--- config.mk ---
export PLATFORM = sky130hd
export DESIGN_NAME = fetch_ctrl
export DESIGN_NICKNAME = d
export VERILOG_FILES = /design/src/rtl/fetch_ctrl_pkg.sv /design/src/rtl/fetch_req_fifo.sv /design/src/rtl/fetch_ctrl.sv
export SDC_FILE = /design/constraint.sdc
export NUM_CORES = 1
export LEC_CHECK = 0
export ABC_CLOCK_PERIOD_IN_PS = 4460
export CORE_ASPECT_RATIO = 1.1
export CORE_UTILIZATION = 48
export CTS_CLUSTER_DIAMETER = 50
export DETAILED_ROUTE_END_ITERATION = 10
export PLACE_DENSITY = 0.81
export SYNTH_ARGS = -nofsm -noshare
export SYNTH_HDL_FRONTEND = slang
export SYNTH_SLANG_ARGS = --single-unit
--- constraint.sdc ---
create_clock -name clk -period 4.46 [get_ports clk]
set_input_delay 0.892 -clock clk [delete_from_list [all_inputs] [get_ports clk]]
set_output_delay 0.892 -clock clk [all_outputs]
set_load 0.1 [all_outputs]
--- src/rtl/fetch_ctrl_pkg.sv ---
// Shared types and constants for the fetch sequencer: FSM states, reset PC,
// fetch-pair width and the request-FIFO entry layout.
package fetch_ctrl_pkg;

   localparam logic [31:0] DEFAULT_RESET_PC = 32'h1c00_0000;
   localparam int unsigned FETCH_PAIR_W     = 64;

   typedef enum logic [1:0] {
      ST_RESET,
      ST_RUN,
      ST_DRAIN
   } fetch_state_e;

   typedef struct packed {
      logic [31:0] pc;
      logic [1:0]  plv;
      logic        drop;
   } req_ent_t;

endpackage

--- src/rtl/fetch_req_fifo.sv ---
// In-order tracker for outstanding icache requests; drop_all_i marks every
// held entry stale so its response is discarded on arrival.
module fetch_req_fifo
   import fetch_ctrl_pkg::*;
#(
   parameter int unsigned DEPTH = 2
) (
   input  logic     clk,
   input  logic     rstn,
   input  logic     push_i,
   input  req_ent_t entry_i,
   input  logic     pop_i,
   input  logic     drop_all_i,
   output req_ent_t head_o
);

   localparam int unsigned PW = (DEPTH > 1) ? $clog2(DEPTH) : 1;

   req_ent_t      mem_q [DEPTH];
   logic [PW-1:0] wr_ptr_q;
   logic [PW-1:0] rd_ptr_q;

   function automatic logic [PW-1:0] ptr_inc(input logic [PW-1:0] p);
      return (p == PW'(DEPTH - 1)) ? '0 : p + PW'(1);
   endfunction

   always_ff @(posedge clk or negedge rstn) begin
      if (!rstn) begin
         for (int unsigned i = 0; i < DEPTH; i++) mem_q[i] <= '0;
         wr_ptr_q <= '0;
         rd_ptr_q <= '0;
      end else begin
         if (drop_all_i) begin
            for (int unsigned i = 0; i < DEPTH; i++) mem_q[i].drop <= 1'b1;
         end
         if (push_i) begin
            mem_q[wr_ptr_q] <= entry_i;
            wr_ptr_q        <= ptr_inc(wr_ptr_q);
         end
         if (pop_i) rd_ptr_q <= ptr_inc(rd_ptr_q);
      end
   end

   assign head_o = mem_q[rd_ptr_q];

endmodule

--- src/rtl/fetch_ctrl.sv ---
// Fetch sequencer: credit-gated icache request issue, response forwarding to
// the fetch buffer, redirect/drain handling. Perf counters: FETCH_CTRL_PERF_EN.
module fetch_ctrl
   import fetch_ctrl_pkg::*;
#(
   parameter int unsigned QDEPTH       = 16,
   parameter int unsigned MAX_INFLIGHT = 2,
   parameter logic [31:0] RESET_PC     = DEFAULT_RESET_PC
) (
   input  logic                    clk,
   input  logic                    rstn,
   input  logic                    redirect_valid,
   input  logic [31:0]             redirect_pc,
   input  logic                    stall,
   input  logic [1:0]              plv_in,
   input  logic [1:0]              deq_cnt,
   output logic                    icache_req_valid,
   input  logic                    icache_req_ready,
   output logic [31:0]             icache_req_pc,
   input  logic                    icache_rsp_valid,
   output logic                    icache_rsp_ready,
   input  logic [FETCH_PAIR_W-1:0] icache_rsp_data,
   output logic                    fb_valid,
   output logic [31:0]             fb_pc,
   output logic [FETCH_PAIR_W-1:0] fb_ir,
   output logic                    fb_two,
   output logic [1:0]              fb_plv,
   output logic [31:0]             perf_credit_stall,
   output logic [31:0]             perf_drop
);

   localparam int unsigned OW = $clog2(QDEPTH + 1);
   localparam int unsigned IW = $clog2(MAX_INFLIGHT + 1);

   fetch_state_e            state_q, state_d;
   logic [31:0]             pc_q, pc_d;
   logic [IW-1:0]           inflight_q, inflight_d;
   logic [OW-1:0]           occ_q, occ_d;
   logic                    fb_valid_q;
   logic [31:0]             fb_pc_q;
   logic [FETCH_PAIR_W-1:0] fb_ir_q;
   logic                    fb_two_q;
   logic [1:0]              fb_plv_q;

   req_ent_t    head, push_ent;
   logic        room_ok, credit_ok, issue, req_fire, rsp_fire, rsp_keep, rsp_two;
   logic [31:0] occ_sum, remain;

   // Reserve two slots per outstanding request, including the one about to issue.
   assign credit_ok = (32'(QDEPTH) - 32'(occ_q)) >= ((32'(inflight_q) + 32'd1) << 1);
   assign room_ok   = (state_q == ST_RUN) && !stall && !redirect_valid &&
                      (32'(inflight_q) < 32'(MAX_INFLIGHT));
   assign issue     = room_ok && credit_ok;

   assign icache_req_valid = issue;
   assign icache_req_pc    = {pc_q[31:2], 2'b00};
   assign icache_rsp_ready = !stall;

   assign req_fire = issue && icache_req_ready;
   assign rsp_fire = icache_rsp_valid && !stall;
   assign rsp_keep = rsp_fire && !head.drop && !redirect_valid;
   assign rsp_two  = !head.pc[2];
   assign push_ent = '{pc: pc_q, plv: plv_in, drop: 1'b0};
   assign occ_sum  = 32'(occ_q) + (rsp_keep ? (rsp_two ? 32'd2 : 32'd1) : 32'd0);

   fetch_req_fifo #(.DEPTH(MAX_INFLIGHT)) u_req_fifo (
      .clk       (clk),
      .rstn      (rstn),
      .push_i    (req_fire),
      .entry_i   (push_ent),
      .pop_i     (rsp_fire),
      .drop_all_i(redirect_valid),
      .head_o    (head)
   );

   always_comb begin
      state_d    = state_q;
      pc_d       = pc_q;
      occ_d      = occ_q;
      remain     = 32'(inflight_q) - (rsp_fire ? 32'd1 : 32'd0);
      inflight_d = req_fire ? IW'(remain + 32'd1) : IW'(remain);

      if (redirect_valid) begin
         pc_d  = redirect_pc;
         occ_d = '0;
      end else begin
         if (req_fire) pc_d = {pc_q[31:3] + 29'd1, 3'b000};
         occ_d = (occ_sum < 32'(deq_cnt)) ? '0 : OW'(occ_sum - 32'(deq_cnt));
      end

      unique case (state_q)
         ST_RESET: state_d = ST_RUN;
         ST_RUN:   if (redirect_valid && remain != 32'd0) state_d = ST_DRAIN;
         ST_DRAIN: if (inflight_d == '0) state_d = ST_RUN;
         default:  state_d = ST_RESET;
      endcase
   end

   always_ff @(posedge clk or negedge rstn) begin
      if (!rstn) begin
         state_q    <= ST_RESET;
         pc_q       <= RESET_PC;
         inflight_q <= '0;
         occ_q      <= '0;
         fb_valid_q <= 1'b0;
         fb_pc_q    <= '0;
         fb_ir_q    <= '0;
         fb_two_q   <= 1'b0;
         fb_plv_q   <= '0;
      end else begin
         state_q    <= state_d;
         pc_q       <= pc_d;
         inflight_q <= inflight_d;
         occ_q      <= occ_d;
         fb_valid_q <= rsp_keep;
         if (rsp_keep) begin
            fb_pc_q  <= head.pc;
            fb_ir_q  <= icache_rsp_data;
            fb_two_q <= rsp_two;
            fb_plv_q <= head.plv;
         end
      end
   end

   assign fb_valid = fb_valid_q;
   assign fb_pc    = fb_pc_q;
   assign fb_ir    = fb_ir_q;
   assign fb_two   = fb_two_q;
   assign fb_plv   = fb_plv_q;

   occ_never_negative: assert property (@(posedge clk) disable iff (!rstn)
      !redirect_valid |-> (occ_sum >= 32'(deq_cnt)));

`ifdef FETCH_CTRL_PERF_EN
   logic [31:0] perf_cs_q, perf_drop_q;

   always_ff @(posedge clk or negedge rstn) begin
      if (!rstn) begin
         perf_cs_q   <= '0;
         perf_drop_q <= '0;
      end else begin
         perf_cs_q   <= perf_cs_q + 32'(room_ok && !credit_ok);
         perf_drop_q <= perf_drop_q + 32'(rsp_fire && !rsp_keep);
      end
   end

   assign perf_credit_stall = perf_cs_q;
   assign perf_drop         = perf_drop_q;
`else
   assign perf_credit_stall = '0;
   assign perf_drop         = '0;
`endif

endmodule

# --- Word level (Yosys, flattened, before mapping) ---
# Cells that the tools add are included.
totals:
  reg_bits: 213
  output_inout_bits: 198
classes:
  n_addsub: 9
  n_lt_le_gt_ge: 6
  n_eq_ne: 4
  muxes: 22
  bitwise: 2
  n_reduce_logical: 19
ops:
  columns: ["operator", "count"]
  rows:
  - ["two-way mux 35 bit", 4]
  - ["bitwise mux 70 bit", 1]
  - ["two-way mux 32 bit", 2]
  - ["two-way mux 36 bit", 1]
  - ["demux 35 bit (select 1 bit)", 1]
  - ["greater-or-equal comparator 32 x 4 -> 1 bit", 1]
  - ["nonzero test 32 bit", 1]
  - ["adder 29 x 1 -> 29 bit (second input constant)", 1]
  - ["logical AND 1 bit", 10]
  - ["two-way mux 2 bit", 5]
  - ["two-way mux 5 bit", 2]
  - ["adder 5 x 2 -> 6 bit", 1]
  - ["< comparator 6 x 2 -> 1 bit", 1]
  - ["case mux 2 bit (3 select lines)", 1]
  - ["subtractor 5 x 5 -> 6 bit (first input constant)", 1]
  - ["two-way mux 1 bit", 5]
  - ["subtractor 5 x 2 -> 5 bit", 1]
  - ["greater-or-equal comparator 2 bit (second input constant)", 2]
  - ["zero test 1 bit", 4]
  - ["zero test 2 bit", 2]
  - ["NOT 1 -> 2 bit", 2]
  - ["adder 2 x 1 -> 3 bit (second input constant)", 1]
  - ["subtractor 2 x 1 -> 3 bit", 1]
  - ["adder 1 bit (second input constant)", 2]
  - ["other kinds (9)", 9]

# --- Depth between registers and ports, before layout ---
# Gate-level depths: netlist (run 1).
depth:
  depth_word: 12
  depth_mapped: 14

# --- Cells and area by module ---
# A second synthesis (run 1) with hierarchy kept.
hier_totals:
  hier_cells: 1022
  hier_area_um2: 10555.1
by_module_without_submodules:
  columns: ["mod", "instances", "cells_each", "area_each_um2", "seq_area_each_um2"]
  rows:
  - ["fetch_ctrl", 1, 827, 7295.7, 3532.1]
  - ["fetch_req_fifo", 1, 195, 3259.4, 1801.7]

# --- Worst setup path after synthesis (run 1) ---
# OpenSTA, ideal clock, no wires.
synth_timing:
  path_kind: "input to register"
  startpoint: "in stall"
  endpoint: "reg occ_q[4]"
  arrival_time_ns: 4.461
  required_ns: 4.320
  slack_ns: -0.142
  cell_stages: 13
  path_cell_list: "inv_1 -> nand2_1 -> a2111oi_2 -> clkbuf_1 -> nor2b_1 -> ha_1 -> fa_1 -> inv_1 -> fa_1 -> mux2_2 -> a31oi_1 -> xor2_1 -> nor2_1"
synth_between:
  elab_chain_cells: 9
  word_cells_on_any_way: 10
synth_rtl:
  columns: ["element", "line", "source"]
  rows:
  - ["start: declaration", "fetch_ctrl.sv:14", "input logic stall,"]
  - ["zero test 1 bit (*)", "fetch_ctrl.sv:60", "assign rsp_fire = icache_rsp_valid && !stall;"]
  - ["logical AND 1 bit (*)", "fetch_ctrl.sv:60", null]
  - ["logical AND 1 bit (*) (2 in series)", "fetch_ctrl.sv:61", "assign rsp_keep = rsp_fire && !head.drop && !redirect_valid;"]
  - ["two-way mux 2 bit (*)", "fetch_ctrl.sv:64", "assign occ_sum = 32'(occ_q) + (rsp_keep ? (rsp_two ? 32'd2 : 32'd1) : 32'd0);"]
  - ["adder 5 x 2 -> 6 bit (*)", "fetch_ctrl.sv:64", null]
  - ["subtractor 5 x 2 -> 5 bit or < comparator 6 x 2 -> 1 bit (tied branches)", "fetch_ctrl.sv:88", "occ_d = (occ_sum < 32'(deq_cnt)) ? '0 : OW'(occ_sum - 32'(deq_cnt));"]
  - ["two-way mux 5 bit (*)", "fetch_ctrl.sv:88", null]
  - ["two-way mux 5 bit (*)", "fetch_ctrl.sv:83", "if (redirect_valid) begin"]
  - ["net occ_d[4]", "fetch_ctrl.sv:38", "logic [OW-1:0] occ_q, occ_d;"]
  - ["end signal: assignment", "fetch_ctrl.sv:104", "occ_q <= '0;"]
  - ["end signal: assignment", "fetch_ctrl.sv:114", "occ_q <= occ_d;"]
  - ["end: declaration", "fetch_ctrl.sv:38", null]
# Mark *: on every way through the listed nets, which the timed path passes. The rest lies on a longest branch.
# A chain may end at the register's enable or synchronous reset.

# --- Worst setup path after layout (run 1) ---
layout_timing:
  startpoint: "reg occ_q[1]"
  endpoint: "out icache_req_valid"
layout_between:
  elab_chain_cells: 3
layout_rtl:
  columns: ["element", "line", "source"]
  rows:
  - ["subtractor 5 x 5 -> 6 bit", "fetch_ctrl.sv:50", "assign credit_ok = (32'(QDEPTH) - 32'(occ_q)) >= ((32'(inflight_q) + 32'd1) << 1);"]
  - ["greater-or-equal comparator 32 x 4 -> 1 bit", "fetch_ctrl.sv:50", null]
  - ["logical AND 1 bit", "fetch_ctrl.sv:53", "assign issue = room_ok && credit_ok;"]
  - ["end: declaration", "fetch_ctrl.sv:17", "output logic icache_req_valid,"]
# Every way passes these cells.

==> metrics.yaml, run 1 <==
cts_sinks: 213
cts_buffers: 23
wl_met3_um: 1449
worstSetupEndpointType: "output port"
maxCapViolations: 0
rsz0062_at_grt: "no"
async_flop_share_pct: 100.0
h-tree-depth: 1
num_rows: 55
regToRegEndpoint: "occ_q[4]"
arrival_ns: 2.76
post_cts_buffers: 0
antenna_left: 0
gp_congestion: 0.7866
holdBufCountCts: 0
synth_flop_cell: "dfrtp_1"
port_buffers: 237
layout_commonest_cell: "clkdlybuf4s50_1"
synth-seq-cells: 213
yosys_warnings: 0
grt_max_degree: 93
r2r-start: "u_req_fifo.rd_ptr_q"
die_w_um: 140.7
wl_met2_um: 11590
drv_slew: 0
critPathRequiredTime_ns: 3.57
wire_per_inst_um: 17.39
syn_inst: 848
die_height_um: 154.5
status: "finished, final reports clean"
drtPass1Iterations: 4
crit_type: "reg -> out"
grt_pass1_vias: 6981
yosysUniqueCellTypes: 59
setup_tns_ns: 0
start_util_pct: 49.17
clock.fmax_mhz: 273.8
synth_top_family_by_area: "multiplexers"
syn_area_sq_um: 10150
synth_seq_area_share_pct: 52.55
min_period_ns: 3.652
via_per_inst: 5.230
avgSynthCellArea_sq_um: 11.97
synth_edf_count: 0
crit_fanout: 6
fin_nets: 1169
routed_wl_um: 23020
setup_viol: 0
max_slew_margin_pct: 28.09
clk_pin_slew_ns: 0.06
synthToLayoutAreaGrowth_pct: 28.60
cts_resized: 0
die_area_sq_um: 21730
post-route-drc-count: 0
mostFrequentLayoutCells: "clkdlybuf4s50_1 (233), dfrtp_1 (209), mux2_2 (134)"
drive_gt1_share_pct: 19.03
r2r_slack_ns: 1.20
worst_slack_ns: 0.8077
tritoncts: "done"
dpl.hpwl_um: 15950
reg2reg_depth: 11
crit_path_start_kind: "register"
io_pins: 304
grt-ovfl-total: 0
wl_met1_um: 9556
synth_fa_ha_area_share_pct: 1.750
antenna_found_initial: 1
hold_path_class: "in -> async"
cts_root_buf: "clkbuf_16"
core_sq_um: 20640
synth_compound_area_share_pct: 7.667
clock_path_buffers: 3
worstSkewPairLatency_ns: 0.51
highest-signal-layer: "met4"
tightest_slew_ns: 1.075
synth-simple-area-share_pct: 8.283
synthXorXnorAreaFrac_pct: 1.208
track_usage_pct: 21.41
num_vias: 6924
synthMuxAreaShare_pct: 18.32
final.setup_skew_ns: 0.01661
drt-initial-drc-count: 259
pre_cts_slack_ns: 0.2691
hold_violations: 0
finalCritPeriodShare_pct: 81.89
grt_pass1_wl_um: 36840
## critical path: stages, from the launching register on
cell,delay (ns)
dfrtp_1,0.49
inv_1,0.08
ha_1,0.21
xnor2_1,0.14
ha_1,0.24
nand2b_1,0.16
o221a_2,0.31
o311a_1,0.41
buf_12,0.19
## area by class of cell
| type | count | area (sq um) |
|---|---|---|
| tap | 256 | 320.3 |
| clock buffer | 34 | 666.9 |
| timing repair buffer | 250 | 2490 |
| clock inverter | 8 | 106.4 |
| sequential | 213 | 5335 |
| antenna | 1 | 2.502 |
| fill | 1632 | 7591 |
| inverter | 19 | 75.07 |
| multi-input combinational | 543 | 4058 |
## through the flow
stage,util (%),cells,area (sq um),hold WS (ns)
4_1_cts,63.22,1323,13050,0.4124
5_1_grt,63.22,1323,13050,0.4468
6_report,63.23,1324,13050,0.3728
2_1_floorplan,-,913,10400,0.4528
3_5_place_dp,59.47,1281,12280,0.4833
3_3_place_gp,59.47,1281,12280,0.4767
## how the worst max path moves through the flow
| stage | depth (start not counted) | startpoint | to | slack [ns] |
|---|---|---|---|---|
| detailed placement | 13 | stall | occ_q[4] | 0.27 |
| floorplan | 13 | stall | occ_q[4] | 0.21 |
| global placement | 13 | stall | occ_q[4] | 0.44 |
| CTS | 8 | occ_q[1] | icache_req_valid | 0.79 |
| global route | 13 | stall | occ_q[4] | 0.59 |
| finish | 8 | occ_q[1] | icache_req_valid | 0.81 |
## state kept, by name (all words and copies together) (netlist names)
| register | count |
|---|---|
| inflight_q | 2 |
| fb_two | 1 |
| fb_valid | 1 |
| u_req_fifo.wr_ptr_q | 1 |
| fb_pc | 32 |
| pc_q | 32 |
| occ_q | 5 |
| u_req_fifo.rd_ptr_q | 1 |
| fb_plv | 2 |
| state_q | 2 |
| u_req_fifo.mem_q | 70 |
| fb_ir | 64 |
## Yosys cell counts, drive strengths merged (7+ instances only)
cell    instances  area (sq um)
o311ai          9         78.83
xnor2          11         96.34
inv            19         71.32
o31ai          13         111.4
o21ai          10         50.04
nand2          40         157.6
a31oi          11         68.82
a21oi          39         195.2
buf           122         903.4
mux2i          35         350.3
nor2           53         201.5
dfrtp         210          5255
or4            13         97.59
clkbuf         16         60.06
o211ai         11         82.58
mux2          134          1509
nand4           8         50.05
nand3          17         85.08
ha             11         137.6
nor2b           7         43.79
## per-layer routing
metal	GRT usage [%]	vias up
li1	-	3254
met5	0	-
met3	4.737	32
met1	26.10	3411
met4	5.797	0
met2	38.10	227
## kinds of logic after synthesis
group | count (synthesis)
AOI/OAI and AO/OA | 115
and+or+nand+nor | 166
xor gates and xnor gates | 14
buffers and inverters | 157
adders and majority gates | 13
DFF | 213
muxes | 169
other | 1
Power of run 1 is not shown: default switching activity piles up to over one toggle a cycle in this logic, so the estimate is an artifact.
==> run 2: changes to the inputs <==
ABC_CLOCK_PERIOD_IN_PS = 3500   (was 4460)
clock period = 3.5 ns   (was 4.46 ns; I/O delays follow)
==> metrics.yaml, run 2 (same netlist as run 1, synthesis figures left out) <==
final_util_pct: 63.42  # +0.19 points
drv_slew: 0  # unchanged
core_sq_um: 20640  # unchanged
met2_usage_pct: 37.60  # -0.50 points
layout_commonest_cell: "dfrtp_1"
status: "finished, final reports clean"
fin_nets: 1181  # +1.0%
worstSetupEndpointType: "output port"
place_inst: 1291  # +0.78%
grt_busiest_layer: "met2"
wire_per_inst_um: 17.06  # -1.9%
post_cts_buffers: 0  # unchanged
clock.fmax_mhz: 295.0
arrival_ns: 2.69  # -0.07 ns
regMostFlops: "u_req_fifo.mem_q"
crit_family: "compound AO/OA/AOI/OAI gates"
hold_violations: 0  # unchanged
num_vias: 6974  # +0.72%
start_util_pct: 49.17  # unchanged
worstSkewPairLatency_ns: 0.50  # about the same
grt-ovfl-total: 0  # unchanged
cts_sinks: 213  # unchanged
holdBufCountCts: 0  # unchanged
slowest_stage: "o311a_1"
instances_no_fill: 1332  # +0.60%
gp_congestion: 0.7399  # -5.9%
critPathRequiredTime_ns: 2.80  # -0.77 ns
hold_path_class: "in -> async"
antenna_left: 0  # unchanged
crit_chain: "inv_1 -> ha_1 -> xnor2_1 -> ha_1 -> nand2b_1 -> o221a_2 -> o311a_1 -> buf_12"
port_buffers: 237  # unchanged
track_usage_pct: 20.98  # -0.43 points
r2r_slack_ns: 0.45  # -0.75 ns
cts_buffers: 25  # +8.7%
routed_wl_um: 22730  # -1.3%
grtUsageMet3_pct: 3.777  # -0.96 points
reg2reg_depth: 10  # -1
die_area_sq_um: 21730  # unchanged
h-tree-depth: 1  # unchanged
antenna_found_initial: 1  # unchanged
drive_gt1_share_pct: 23.53  # +4.5 points
max_slew_margin_pct: 33.63  # +5.5 points
clock_path_buffers: 3  # unchanged
r2r-start: "occ_q[0]"
tightest_slew_ns: 0.9924  # -0.08288 ns
mostFrequentLayoutCells: "dfrtp_1 (207), clkdlybuf4s50_1 (200), mux2_2 (134)"
gr-usage-met1_pct: 25.65  # -0.44 points
via_per_inst: 5.236  # +0.12%
tritoncts: "done"
min_period_ns: 3.390
regToRegEndpoint: "u_req_fifo.mem_q[36]"
crit_path_start_kind: "register"
synthToLayoutAreaGrowth_pct: 28.99
post-route-drc-count: 0  # unchanged
max_stage_delay_ns: 0.42  # -0.07 ns
maxCapViolations: 0  # unchanged
clk_pin_slew_ns: 0.06  # about the same
grt_pass1_vias: 6943  # -0.54%
grt_max_degree: 92  # -1.1%
num_rows: 55  # unchanged
die_w_um: 140.7  # unchanged
crit_path_frequent_cell: "ha_1"
path_buf_inv: 2  # unchanged
drtPass1Iterations: 4  # unchanged
io_pins: 304  # unchanged
post_dp_cell_area_sq_um: 12300  # +0.20%
fillCellCount: 1608  # -1.5%
crit_type: "reg -> out"
cts_root_buf: "clkbuf_16"
grt_pass1_wl_um: 36200  # -1.7%
final.setup_skew_ns: 0.01225  # -0.004353 ns
setup_tns_ns: 0  # unchanged
setup_viol: 0  # unchanged
design_area_sq_um: 13090  # +0.31%
drt-initial-drc-count: 286  # +10%
dpl.hpwl_um: 15910  # -0.28%
finalCritPeriodShare_pct: 96.84
largest_reg_flops: 70  # unchanged
die_height_um: 154.5  # unchanged
crit_fanout: 6  # unchanged
rsz0062_at_grt: "no"
-- run 2: changes by cell type in the layout (fill, tap and decap cells not counted), moves of 3 or more --
| cell | delta |
|---|---|
| buf_4 | +42 |
| clkdlybuf4s50_1 | -33 |
| clkbuf_1 | -3 |
| clkinv_2 | +3 |
-- run 2: worst max path at each step --
stage / startpoint / to / slack [ns] / cells past startpoint
detailed placement: stall / occ_q[4] / -0.1 / 13
floorplan: stall / occ_q[4] / -0.11 / 13
global placement: stall / occ_q[4] / -0.03 / 13
CTS: occ_q[1] / icache_req_valid / 0.06 / 8
finish: occ_q[0] / icache_req_valid / 0.11 / 8
global route: occ_q[0] / icache_req_valid / 0.003 / 8
-- run 2: cell type report --
class | count | area, sq um | area share (%)
inverters | 19 | 75.07 | 0.5733
repair buffers | 260 | 2495 | 19.05
flip-flops and latches | 213 | 5338 | 40.76
well taps | 256 | 320.3 | 2.446
multi-input cells | 543 | 4078 | 31.14
diodes | 1 | 2.502 | 0.01911
clock buffers | 31 | 678.2 | 5.179
clock inverters | 9 | 107.6 | 0.8218
-- run 2: layer usage --
metal / part of all wire, % / routed length (um)
met4: 2.1 / 479
met5: 0 / 0
met1: 41 / 9350
met3: 6.0 / 1375
met2: 51 / 11520
-- run 2: per-stage QoR --
step	hold WS, ns	setup slack [ns]
floorplan	0.4044	-0.1128
global placement	0.4792	-0.03043
detailed placement	0.4902	-0.09598
CTS	0.2434	0.06262
global route	0.2416	0.003272
finish	0.1986	0.1105
-- run 2: what timing repair did --
item | in CTS | in global routing
resized for setup | 0 | 2
hold endpoints to repair | 0 | 0
setup endpoints to repair | 0 | 1
Power of run 2 is left out for the same reason.
